$ cat src/rtl/serial_adder_pkg.sv
// Shared definitions for the serial adder: FSM state encoding and the
// helpers that derive the step count and the step-counter width.
package serial_adder_pkg;

  typedef enum logic [1:0] {
    IDLE = 2'd0,
    RUN  = 2'd1,
    DONE = 2'd2
  } state_t;

  // Number of add cycles needed to walk WIDTH bits DIGIT bits at a time.
  function automatic int calc_steps(input int width, input int digit);
    return width / digit;
  endfunction

  // Width of the step counter; never narrower than one bit.
  function automatic int calc_count_w(input int steps);
    return (steps <= 2) ? 1 : $clog2(steps);
  endfunction

endpackage

$ cat src/rtl/serial_adder_nbit_digit_adder.sv
// DIGIT-wide combinational ripple adder built from full_adder cells.
// This is the only adder hardware in the serial adder; it is reused every step.

module full_adder (
  input  logic a,
  input  logic b,
  input  logic ci,
  output logic s,
  output logic co
);
  assign s  = a ^ b ^ ci;
  assign co = (a & b) | (a & ci) | (b & ci);
endmodule

module digit_adder #(
  parameter int DIGIT = 1
) (
  output logic             cout,
  output logic [DIGIT-1:0] s,
  input  logic [DIGIT-1:0] x,
  input  logic [DIGIT-1:0] y,
  input  logic             ci
);
  logic [DIGIT:0] c;

  assign c[0] = ci;
  assign cout = c[DIGIT];

  // Carry ripples from bit 0 upward through one full adder per bit.
  for (genvar i = 0; i < DIGIT; i++) begin : g_fa
    full_adder u_fa (
      .a  (x[i]),
      .b  (y[i]),
      .ci (c[i]),
      .s  (s[i]),
      .co (c[i+1])
    );
  end
endmodule

$ cat src/rtl/serial_adder_nbit.sv
// Multi-cycle adder: computes a + b + cin over WIDTH/DIGIT steps using one
// DIGIT-wide ripple stage and a registered carry.
// Optional subtract mode is compiled in with `define SERIAL_ADDER_SUB_EN.
//
// Handshake: a transfer happens on a rising edge where valid and ready are
// both high. in_ready is high in IDLE, and in DONE it follows out_ready so a
// retiring result and new operands can be exchanged on the same edge.
// out_valid is high only in DONE; sum holds until out_ready is seen.
module serial_adder_nbit
  import serial_adder_pkg::*;
#(
  parameter int WIDTH = 8,
  parameter int DIGIT = 1
) (
  input  logic             clk,
  input  logic             rst,
  input  logic             in_valid,
  output logic             in_ready,
  input  logic [WIDTH-1:0] a,
  input  logic [WIDTH-1:0] b,
  input  logic             cin,
`ifdef SERIAL_ADDER_SUB_EN
  input  logic             sub,
`endif
  output logic             out_valid,
  input  logic             out_ready,
  output logic [WIDTH:0]   sum,
  output logic             busy
);

  localparam int STEPS = calc_steps(WIDTH, DIGIT);
  localparam int CW    = calc_count_w(STEPS);

  // Refuse to elaborate with a width that cannot be split into whole digits.
  if (WIDTH < 2 || DIGIT < 1 || (WIDTH % DIGIT) != 0) begin : g_bad_param
    $error("serial_adder_nbit: WIDTH must be >= 2 and a multiple of DIGIT");
  end

  state_t             state, state_next;
  logic [CW-1:0]      count;
  logic               carry;
  logic               carry_next;
  logic [WIDTH-1:0]   a_sh, b_sh, s_sh;
  logic [WIDTH-1:0]   s_sh_next;
  logic [DIGIT-1:0]   d;
  logic [WIDTH+DIGIT-1:0] s_cat;
  logic               last_step;
  logic               accept;
  logic [WIDTH-1:0]   b_load;
  logic               carry_load;

  // Operand conditioning at accept time; subtract is a + ~b + 1.
`ifdef SERIAL_ADDER_SUB_EN
  assign b_load     = sub ? ~b : b;
  assign carry_load = sub ? 1'b1 : cin;
`else
  assign b_load     = b;
  assign carry_load = cin;
`endif

  digit_adder #(.DIGIT(DIGIT)) u_digit (
    .cout (carry_next),
    .s    (d),
    .x    (a_sh[DIGIT-1:0]),
    .y    (b_sh[DIGIT-1:0]),
    .ci   (carry)
  );

  // New digit enters at the MSB; the oldest digit ends up at the LSB.
  assign s_cat     = {d, s_sh};
  assign s_sh_next = s_cat[WIDTH+DIGIT-1:DIGIT];
  assign last_step = (count == CW'(STEPS - 1));
  assign accept    = in_valid && in_ready;

  // State register.
  always_ff @(posedge clk or posedge rst) begin
    if (rst) state <= IDLE;
    else     state <= state_next;
  end

  // Next-state and handshake outputs.
  always_comb begin
    state_next = state;
    in_ready   = 1'b0;
    out_valid  = 1'b0;
    busy       = 1'b0;
    case (state)
      IDLE: begin
        in_ready = 1'b1;
        if (in_valid) state_next = RUN;
      end
      RUN: begin
        busy = 1'b1;
        if (last_step) state_next = DONE;
      end
      DONE: begin
        out_valid = 1'b1;
        in_ready  = out_ready;
        if (out_ready) state_next = in_valid ? RUN : IDLE;
      end
      default: state_next = IDLE;
    endcase
  end

  // Operand shifters, carry and step counter.
  always_ff @(posedge clk or posedge rst) begin
    if (rst) begin
      a_sh  <= '0;
      b_sh  <= '0;
      s_sh  <= '0;
      carry <= 1'b0;
      count <= '0;
    end else if (accept) begin
      a_sh  <= a;
      b_sh  <= b_load;
      carry <= carry_load;
      count <= '0;
    end else if (state == RUN) begin
      a_sh  <= a_sh >> DIGIT;
      b_sh  <= b_sh >> DIGIT;
      s_sh  <= s_sh_next;
      carry <= carry_next;
      count <= count + 1'b1;
    end
  end

  // Result register: written only on the final step, then held through DONE.
  always_ff @(posedge clk or posedge rst) begin
    if (rst)                         sum <= '0;
    else if (state == RUN && last_step) sum <= {carry_next, s_sh_next};
  end

endmodule

$ cat config.mk
export PLATFORM = sky130hd
export DESIGN_NAME = serial_adder_nbit
export DESIGN_NICKNAME = d
export VERILOG_FILES = /design/src/rtl/serial_adder_pkg.sv /design/src/rtl/serial_adder_nbit_digit_adder.sv /design/src/rtl/serial_adder_nbit.sv
export SDC_FILE = /design/constraint.sdc
export NUM_CORES = 1
export LEC_CHECK = 0
export BUFFER_PORTS_ARGS = -buffer_cell sky130_fd_sc_hd__buf_2
export CAP_MARGIN = 15
export CORE_ASPECT_RATIO = 1.4
export CORE_UTILIZATION = 49
export DETAILED_ROUTE_END_ITERATION = 12
export GPL_TIMING_DRIVEN = 0
export HOLD_SLACK_MARGIN = 0.03
export PLACE_DENSITY = 0.82
export SYNTH_ARGS = -nofsm -noshare
export SYNTH_HDL_FRONTEND = slang
export SYNTH_SLANG_ARGS = --single-unit
$ cat constraint.sdc
create_clock -name clk -period 1.5 [get_ports clk]
set_clock_uncertainty 0.05 [all_clocks]
set_input_delay 0.3 -clock clk [delete_from_list [all_inputs] [get_ports clk]]
set_output_delay 0.3 -clock clk [all_outputs]
set_load 0.05 [all_outputs]
==> results of run 1 <==
critical path, stage by stage (launching register included):
cell      delay [ns]
dfrtp_2         0.45
nand2b_4        0.12
inv_8           0.04
buf_12          0.12
buf_8           0.11
buf_8           0.14
cell type report:
class | count | area, sq um
fill | 254 | 1170
sequential | 38 | 952
multi-input combinational | 83 | 786
timing repair buffer | 41 | 270
clock buffer | 7 | 86.3
buffer | 5 | 58.8
tap | 40 | 50.0
inverter | 6 | 30.0
clock inverter | 1 | 5.00
logic make-up (layout without fill, tap and decap cells):
kind of cell	after synthesis	count (layout)	share of synthesized area, %
adder cells (fa/ha/maj)	3	3	2.57
XOR/XNOR	1	1	0.499
flip-flops	38	38	54.2
AND/OR/NAND/NOR	30	31	7.41
buffers and inverters	11	60	3.49
multiplexers	41	41	29.2
AO/OA/AOI/OAI	7	7	2.71
synthesized netlist by cell type, drive strengths merged:
cell,n
nor2,1
clkbuf,1
mux2i,2
nand2,28
inv,6
nand2b,1
dfrtp,38
o31ai,1
a21oi,1
buf,4
xnor2,1
o21ai,1
o211ai,1
a21boi,2
mux2,39
fa,1
ha,2
o21a,1
routing by layer:
| layer | vias up | routed length, microns |
|---|---|---|
| met5 | - | 0 |
| met4 | 0 | 70 |
| met3 | 7 | 131 |
| met2 | 31 | 1820 |
| met1 | 560 | 1280 |
| li1 | 537 | - |
registers in the layout (all words and copies together) (netlist names):
name and count:
carry 1, a_sh 8, count 3, sum 9
b_sh 8, s_sh 7, state 2
stage by stage:
step / utilization (%) / total power, mW / hold slack [ns]
after CTS: 64.4 / 5.09 / 0.125
after floorplan: - / 3.60 / 0.332
after global placement: 57.7 / 3.94 / 0.408
after detailed placement: 58.5 / 4.08 / 0.424
after global routing: 65.7 / 5.50 / 0.138
final: 65.7 / 5.15 / 0.0989
worst max path at each step:
stage,to,slack (ns),cells past startpoint
4_1_cts,busy,-0.13,5
3_5_place_dp,busy,-0.16,5
2_1_floorplan,b_sh[5]$_DFFE_PP0P_,0.02,5
6_report,busy,-0.13,5
3_3_place_gp,a_sh[1]$_DFFE_PP0P_,-0.13,2
5_1_grt,busy,-0.17,5
power groups by stage:
stage | combinational [mW] | sequential, mW | clock, mW
after floorplan | 1.50 | 2.09 | 0
after global placement | 2.20 | 1.74 | 0
after global routing | 2.90 | 1.82 | 0.775
after CTS | 2.59 | 1.77 | 0.727
after detailed placement | 2.30 | 1.78 | 0
final | 2.67 | 1.77 | 0.711
what timing repair did:
action / in CTS / in global routing
endpoints found under the setup margin: 26 / 29
gates resized for setup: 16 / 9
gates cloned: 1 / 0
buffers inserted: 7 / 1
pin swaps: 0 / 3
hold buffers: 0 / 0
==> results.json, run 1 <==
{
  "outcome": "complete, but fails checks",
  "violations": "setup timing",
  "drc": 0,
  "fin_crit_sh_pct": 109,
  "syn_nets": 155,
  "maxCapViolCount": 0,
  "place_inst": 204,
  "start_util_pct": 51.5,
  "clock-sinks": 38,
  "routed_via_density": 5.14,
  "critPathKind": "reg -> out",
  "startpoint": "state[0]$_DFFE_PP0P_",
  "grt_pass1_wl_microns": 5460,
  "tritoncts": "yes",
  "p_per_area_nw_per_um2": 2300,
  "antenna_found_initial": 0,
  "finalHoldViolCount": 0,
  "vias": 1135,
  "power_frac_seq_pct": 34.4,
  "busiest_layer": "met2",
  "wl_microns": 3300,
  "vdd_ir_drop_max_v": 0.00138,
  "die-area_sq_um": 3830,
  "p_switching_mw": 1.95,
  "use_met3_pct": 7.29,
  "power.internal_mw": 3.20,
  "grt.met1_usage_pct": 21.3,
  "syn_area_per_cell_sq_um": 13.4,
  "ys_seq_elements": 38,
  "post-dp-hpwl_microns": 2260,
  "cts_root_buf": "clkbuf_8",
  "worstMarginPinSlew_ns": 0.799,
  "power_leakage_nw": 1.18,
  "synth_area_leaders": "dfrtp_1 54%, mux2_2 16%, mux2_4 12%",
  "sw_frac_of_total_pct": 37.8,
  "syn_inst": 131,
  "io_pins": 33,
  "fin_ws_ns": -0.128,
  "synth_top_area_cell": "dfrtp_1",
  "path_clk_slew_ns": 0.07,
  "cts_buffers": 5,
  "final_cells": 221,
  "hold_class": "in -> async",
  "path_max_fanout": 4,
  "rsz0062_at_grt": "true",
  "fin_area_sq_um": 2240,
  "fmax_mhz": 614,
  "grt_start_max_net_pins": 21,
  "grt-ovfl-total": 0,
  "rr_endpoint": "b_sh[4]$_DFFE_PP0P_",
  "period_minus_slack_ns": 1.63,
  "reg2reg_depth": 6,
  "cp.required_ns": 1.15,
  "clk_path_buf_depth": 2,
  "setup_viol": 16,
  "track_usage_pct": 20.6,
  "antenna_left": 0,
  "p_comb_share_pct": 51.8,
  "slew_violations": 0,
  "grt_use_met2_pct": 36.0,
  "dp_slack_ns": -0.158,
  "finalSetupTns_ns": -1.19,
  "ys_seq_area_share_pct": 54.2,
  "core_area_sq_um": 3410,
  "final_common_cell": "dfrtp_1",
  "yosys_warnings": 0,
  "synth_area_sq_um": 1760,
  "portBuffers": 32,
  "crit_path_start_kind": "flop",
  "final_cell_mix": "37 x dfrtp_1, 29 x buf_2, 27 x nand2_1, 23 x mux2_2, 16 x mux2_4",
  "final_nets": 204,
  "htreeDepth": 2,
  "drive_above_1_share_pct": 54.7,
  "die_w_microns": 52.6,
  "placed_area_sq_um": 1990,
  "insertion_delay_ns": 0.29,
  "diodes": 0,
  "synth_cell_types": 23,
  "synth_top_cell_area_share_pct": 54.2,
  "drtIter0Drc": 14,
  "r2r_setup_slack_ns": -0.11,
  "worst_ep_arrival_time_ns": 1.28,
  "firstDrtPassIters": 4,
  "die_y_microns": 72.8,
  "critPathCaptureType": "primary output",
  "slew_headroom_pct": 46.6,
  "num_rows": 25,
  "r2r-start": "state[1]$_DFFE_PP0P_",
  "gp_congestion": 0.717,
  "clkPwrFrac_pct": 13.8,
  "drt-wirelength-per-cell_microns": 15.0,
  "syn_to_final_growth_pct": 27.5,
  "grt_pass1_vias": 1194
}
Power figures use the tool's default switching activity.
==> run 2, diff against run 1 <==
- CORE_ASPECT_RATIO: 1.4 -> default
- CORE_UTILIZATION: 49 -> 50
- CTS_BUF_LIST: default -> sky130_fd_sc_hd__clkbuf_4
- PLACE_DENSITY: 0.82 -> 0.83
- clock period: 1.5 -> 1.4 ns (I/O delays scaled with it)
==> results.json, run 2 (synthesis results as in run 1) <==
{
  "use_met3_pct": 4.62,
  "start_util_pct": 52.6,
  "worstMarginPinSlew_ns": 0.762,
  "crit_path_start_kind": "flop",
  "rsz0062_at_grt": "true",
  "drive_above_1_share_pct": 57.5,
  "hold_class": "in -> async",
  "final_nets": 209,
  "hold_ws_ns": 0.0124,
  "wl_microns": 3790,
  "num_rows": 21,
  "critPathKind": "reg -> out",
  "grt_pass1_vias": 1275,
  "track_usage_pct": 23.1,
  "fin_ws_ns": -0.256,
  "setup_viol": 28,
  "slew_violations": 0,
  "reg_top3": "sum (9), a_sh (8), b_sh (8)",
  "antenna_found_initial": 0,
  "cts_buffers": 5,
  "cp.required_ns": 1.07,
  "firstDrtPassIters": 8,
  "htreeDepth": 2,
  "r2r_setup_slack_ns": -0.20,
  "startpoint": "state[0]$_DFFE_PP0P_",
  "die_w_microns": 61.3,
  "io_pins": 33,
  "violations": "DRC, setup timing",
  "r2r-start": "state[1]$_DFFE_PP0P_",
  "outcome": "complete, but fails checks",
  "final_cells": 232,
  "place_inst": 210,
  "antenna_left": 0,
  "reg2reg_depth": 6,
  "final_cell_mix": "38 x dfrtp_1, 29 x buf_2, 27 x nand2_1, 23 x mux2_4, 16 x mux2_2",
  "path_max_fanout": 3,
  "drtIter0Drc": 59,
  "cts_root_buf": "clkbuf_4",
  "hold_buffers": 0,
  "insertion_delay_ns": 0.33,
  "portBuffers": 32,
  "grt_pass1_wl_microns": 5990,
  "vias": 1191,
  "worst_ep_arrival_time_ns": 1.33,
  "core_area_sq_um": 3340,
  "die-area_sq_um": 3750,
  "grt-ovfl-total": 0,
  "largest_register_ffs": 9,
  "drt-wirelength-per-cell_microns": 16.3,
  "grt_start_max_net_pins": 22,
  "finalHoldViolCount": 0,
  "post-dp-hpwl_microns": 2330,
  "vdd_ir_drop_max_v": 0.00118,
  "critPathCaptureType": "primary output",
  "path_clk_slew_ns": 0.11,
  "fin_crit_sh_pct": 118,
  "period_minus_slack_ns": 1.66,
  "regMostFlops": "sum",
  "diodes": 0,
  "grt_use_met2_pct": 40.5,
  "grt.met1_usage_pct": 27.3,
  "syn_to_final_growth_pct": 35.1,
  "routed_via_density": 5.13,
  "slew_headroom_pct": 49.1,
  "tritoncts": "yes",
  "die_y_microns": 61.3,
  "p_per_area_nw_per_um2": 2510,
  "drc": 2,
  "utilization_pct": 71.1,
  "maxCapViolCount": 0,
  "gp_congestion": 0.730,
  "final_common_cell": "dfrtp_1",
  "clk_path_buf_depth": 2,
  "power_leakage_nw": 1.25,
  "clock-sinks": 38,
  "fmax_mhz": 604,
  "busiest_layer": "met2"
}
==> run 2: power by group <==
group	total [mW]	switching, mW	internal [mW]	leakage (nW)
logic	3.32	1.58	1.73	0.725
clock network	0.721	0.351	0.370	0.0450
registers	1.92	0.327	1.59	0.482
total	5.95	2.26	3.69	1.25
==> run 2: layout make-up <==
type / instances / area [sq um]
timing repair buffer: 46 / 364
sequential: 38 / 951
clock inverter: 3 / 40.0
fill: 226 / 966
tap: 46 / 57.6
multi-input combinational: 83 / 831
inverter: 6 / 27.5
buffer: 5 / 62.6
clock buffer: 5 / 37.5
==> run 2: final timing paths <==
check	end
setup / recovery	busy
hold / removal	b_sh[5]$_DFFE_PP0P_
setup reg to reg	b_sh[0]$_DFFE_PP0P_
hold reg to reg	sum[2]$_DFFE_PP0P_
max in group asynchronous	count[0]$_DFFE_PP0P_
min in group clk	count[0]$_DFFE_PP0P_
==> run 2: what timing repair did <==
action,in CTS,in global routing
buffers inserted,10,2
cloned,3,0
pin swaps,1,1
setup endpoints to repair,28,31
resized for setup,34,8
endpoints found under the hold margin,0,0
==> run 2: stage by stage <==
stage	instance area (sq um)	setup WS [ns]	setup TNS [ns]	power (mW)
after detailed placement	2010	-0.196	-3.36	4.43
after global placement	1980	-0.212	-10.25	4.24
final	2370	-0.256	-3.87	5.95
after CTS	2330	-0.250	-2.66	5.81
after floorplan	1760	-0.0716	-0.544	3.87
after global routing	2370	-0.293	-4.93	6.26
==> run 2: per-layer routing <==
layer,up-vias,routed length (microns)
met4,0,92
met2,39,2030
li1,549,-
met1,594,1520
met5,-,0
met3,9,149
==> run 2: worst max-delay path: stages (launching register included) <==
cell and delay, ns:
dfrtp_1 0.44, nand2b_4 0.13, inv_6 0.04, buf_12 0.13, buf_8 0.11, buf_8 0.14
==> run 3, diff against run 2 <==
- CELL_PAD_IN_SITES_DETAIL_PLACEMENT: default -> 1
- CELL_PAD_IN_SITES_GLOBAL_PLACEMENT: default -> 2
- CORE_UTILIZATION: 50 -> 38
- PLACE_DENSITY: 0.83 -> 0.87
- clock period: 1.4 -> 1.6 ns (I/O delays scaled with it)
==> results.json, run 3 (synthesis results as in run 1) <==
{
  "final_cells": 232,
  "antenna_found_initial": 0,
  "outcome": "complete, but fails checks",
  "final_cell_mix": "37 x dfrtp_1, 31 x buf_2, 27 x nand2_1, 25 x mux2_2, 14 x mux2_4",
  "regMostFlops": "sum",
  "tritoncts": "yes",
  "crit_path_start_kind": "flop",
  "grt_pass1_wl_microns": 6200,
  "slew_violations": 0,
  "drt-wirelength-per-cell_microns": 15.7,
  "io_pins": 33,
  "die-area_sq_um": 4900,
  "fmax_mhz": 577,
  "fin_crit_sh_pct": 108,
  "core_area_sq_um": 4380,
  "htreeDepth": 2,
  "path_clk_slew_ns": 0.12,
  "critPathKind": "reg -> reg",
  "place_inst": 215,
  "portBuffers": 32,
  "violations": "setup timing",
  "r2r_setup_slack_ns": -0.13,
  "reg_top3": "sum (9), a_sh (8), b_sh (8)",
  "worst_ep_arrival_time_ns": 1.93,
  "critPathCaptureType": "flop",
  "die_w_microns": 70.0,
  "final_common_cell": "dfrtp_1",
  "syn_to_final_growth_pct": 22.7,
  "dp_slack_ns": -0.0816,
  "diodes": 0,
  "fin_ws_ns": -0.134,
  "rr_endpoint": "b_sh[4]$_DFFE_PP0P_",
  "largest_register_ffs": 9,
  "slowest_stage": "dfrtp_1",
  "insertion_delay_ns": 0.35,
  "grt_start_max_net_pins": 39,
  "firstDrtPassIters": 6,
  "rsz0062_at_grt": "true",
  "slew_headroom_pct": 46.9,
  "die_y_microns": 70.0,
  "routed_via_density": 4.93,
  "track_usage_pct": 16.7,
  "grt_pass1_vias": 1272,
  "grt-ovfl-total": 0,
  "period_minus_slack_ns": 1.73,
  "clock-sinks": 38,
  "path_common_cell": "mux2_4",
  "power_leakage_nw": 1.14,
  "gp_congestion": 0.707,
  "drtIter0Drc": 42,
  "path_max_fanout": 10,
  "setup_viol": 9,
  "vias": 1144,
  "maxCapViolCount": 0,
  "cts_buffers": 5,
  "antenna_left": 0,
  "worstMarginPinSlew_ns": 0.795,
  "final_nets": 203,
  "cts_root_buf": "clkbuf_4",
  "drive_above_1_share_pct": 54.4,
  "reg2reg_depth": 6,
  "hold_buffers": 0,
  "vdd_ir_drop_max_v": 0.000703,
  "p_per_area_nw_per_um2": 2140,
  "clk_path_buf_depth": 2,
  "num_rows": 24,
  "cp.required_ns": 1.79,
  "power_mw": 4.60,
  "start_util_pct": 40.0,
  "crit_chain": "nand2b_4, inv_8, buf_12, buf_4, mux2_4, mux2_4",
  "r2r-start": "state[1]$_DFFE_PP0P_",
  "slowest_delay_ns": 0.40,
  "hold_class": "in -> async",
  "post-dp-hpwl_microns": 2440,
  "wl_microns": 3640,
  "drc": 0,
  "finalHoldViolCount": 0
}
## run 3: final cells by class
type	instances	area (sq um)
flip-flops and latches	38	952
inverters	6	30.0
fillers	481	2230
well taps	52	65.1
clock buffers	6	45.0
clock inverters	2	8.76
repair buffers	40	239
multi-input cells	83	766
plain buffers	5	48.8
## run 3: stage by stage
stage	util [%]	hold slack, ns	area, sq um	TNS, ns
6_report	49.1	0.0600	2150	-1.07
5_1_grt	49.1	0.0921	2150	-1.57
4_1_cts	48.2	0.0844	2110	-0.794
3_5_place_dp	45.2	0.417	1980	-0.0816
3_3_place_gp	45.2	0.407	1980	-4.23
2_1_floorplan	-	0.352	1760	0
## run 3: timing repair
action / 4_1_cts / 5_1_grt
cloned: 0 / 1
resized for setup: 11 / 4
pin swaps: 0 / 2
setup endpoints to repair: 5 / 24
buffers inserted: 5 / 4
## run 3: worst max-delay path: cells and delay by family (launching register included)
| family | cells | cell delay, ns |
|---|---|---|
| buf+inv | 3 | 0.40 |
| flops | 1 | 0.40 |
| mux | 2 | 0.59 |
| simple gates | 1 | 0.19 |
## run 3: per-layer routing
layer | global-route usage, % | vias up | wire, microns
met5 | 0 | - | 0
met4 | 8.00 | 0 | 55
met3 | 4.47 | 7 | 124
met2 | 27.0 | 23 | 1980
met1 | 20.7 | 576 | 1480
li1 | - | 538 | -
## run 3: how the worst max path moves through the flow
| stage | depth (start not counted) | slack, ns | from | endpoint |
|---|---|---|---|---|
| 2_1_floorplan | 5 | 0.12 | state[1]$_DFFE_PP0P_ | b_sh[5]$_DFFE_PP0P_ |
| 3_3_place_gp | 2 | -0.11 | rst | sum[0]$_DFFE_PP0P_ |
| 3_5_place_dp | 5 | -0.08 | state[1]$_DFFE_PP0P_ | busy |
| 4_1_cts | 5 | -0.14 | state[0]$_DFFE_PP0P_ | busy |
| 5_1_grt | 6 | -0.18 | state[1]$_DFFE_PP0P_ | b_sh[4]$_DFFE_PP0P_ |
| 6_report | 6 | -0.13 | state[1]$_DFFE_PP0P_ | b_sh[4]$_DFFE_PP0P_ |
## run 3: where the power goes
group | total (mW) | internal (mW) | switching, mW | leakage (nW)
Sequential | 1.66 | 1.39 | 0.268 | 0.481
Combinational | 2.45 | 1.20 | 1.25 | 0.621
Clock | 0.499 | 0.182 | 0.317 | 0.0331
Total | 4.60 | 2.77 | 1.83 | 1.14
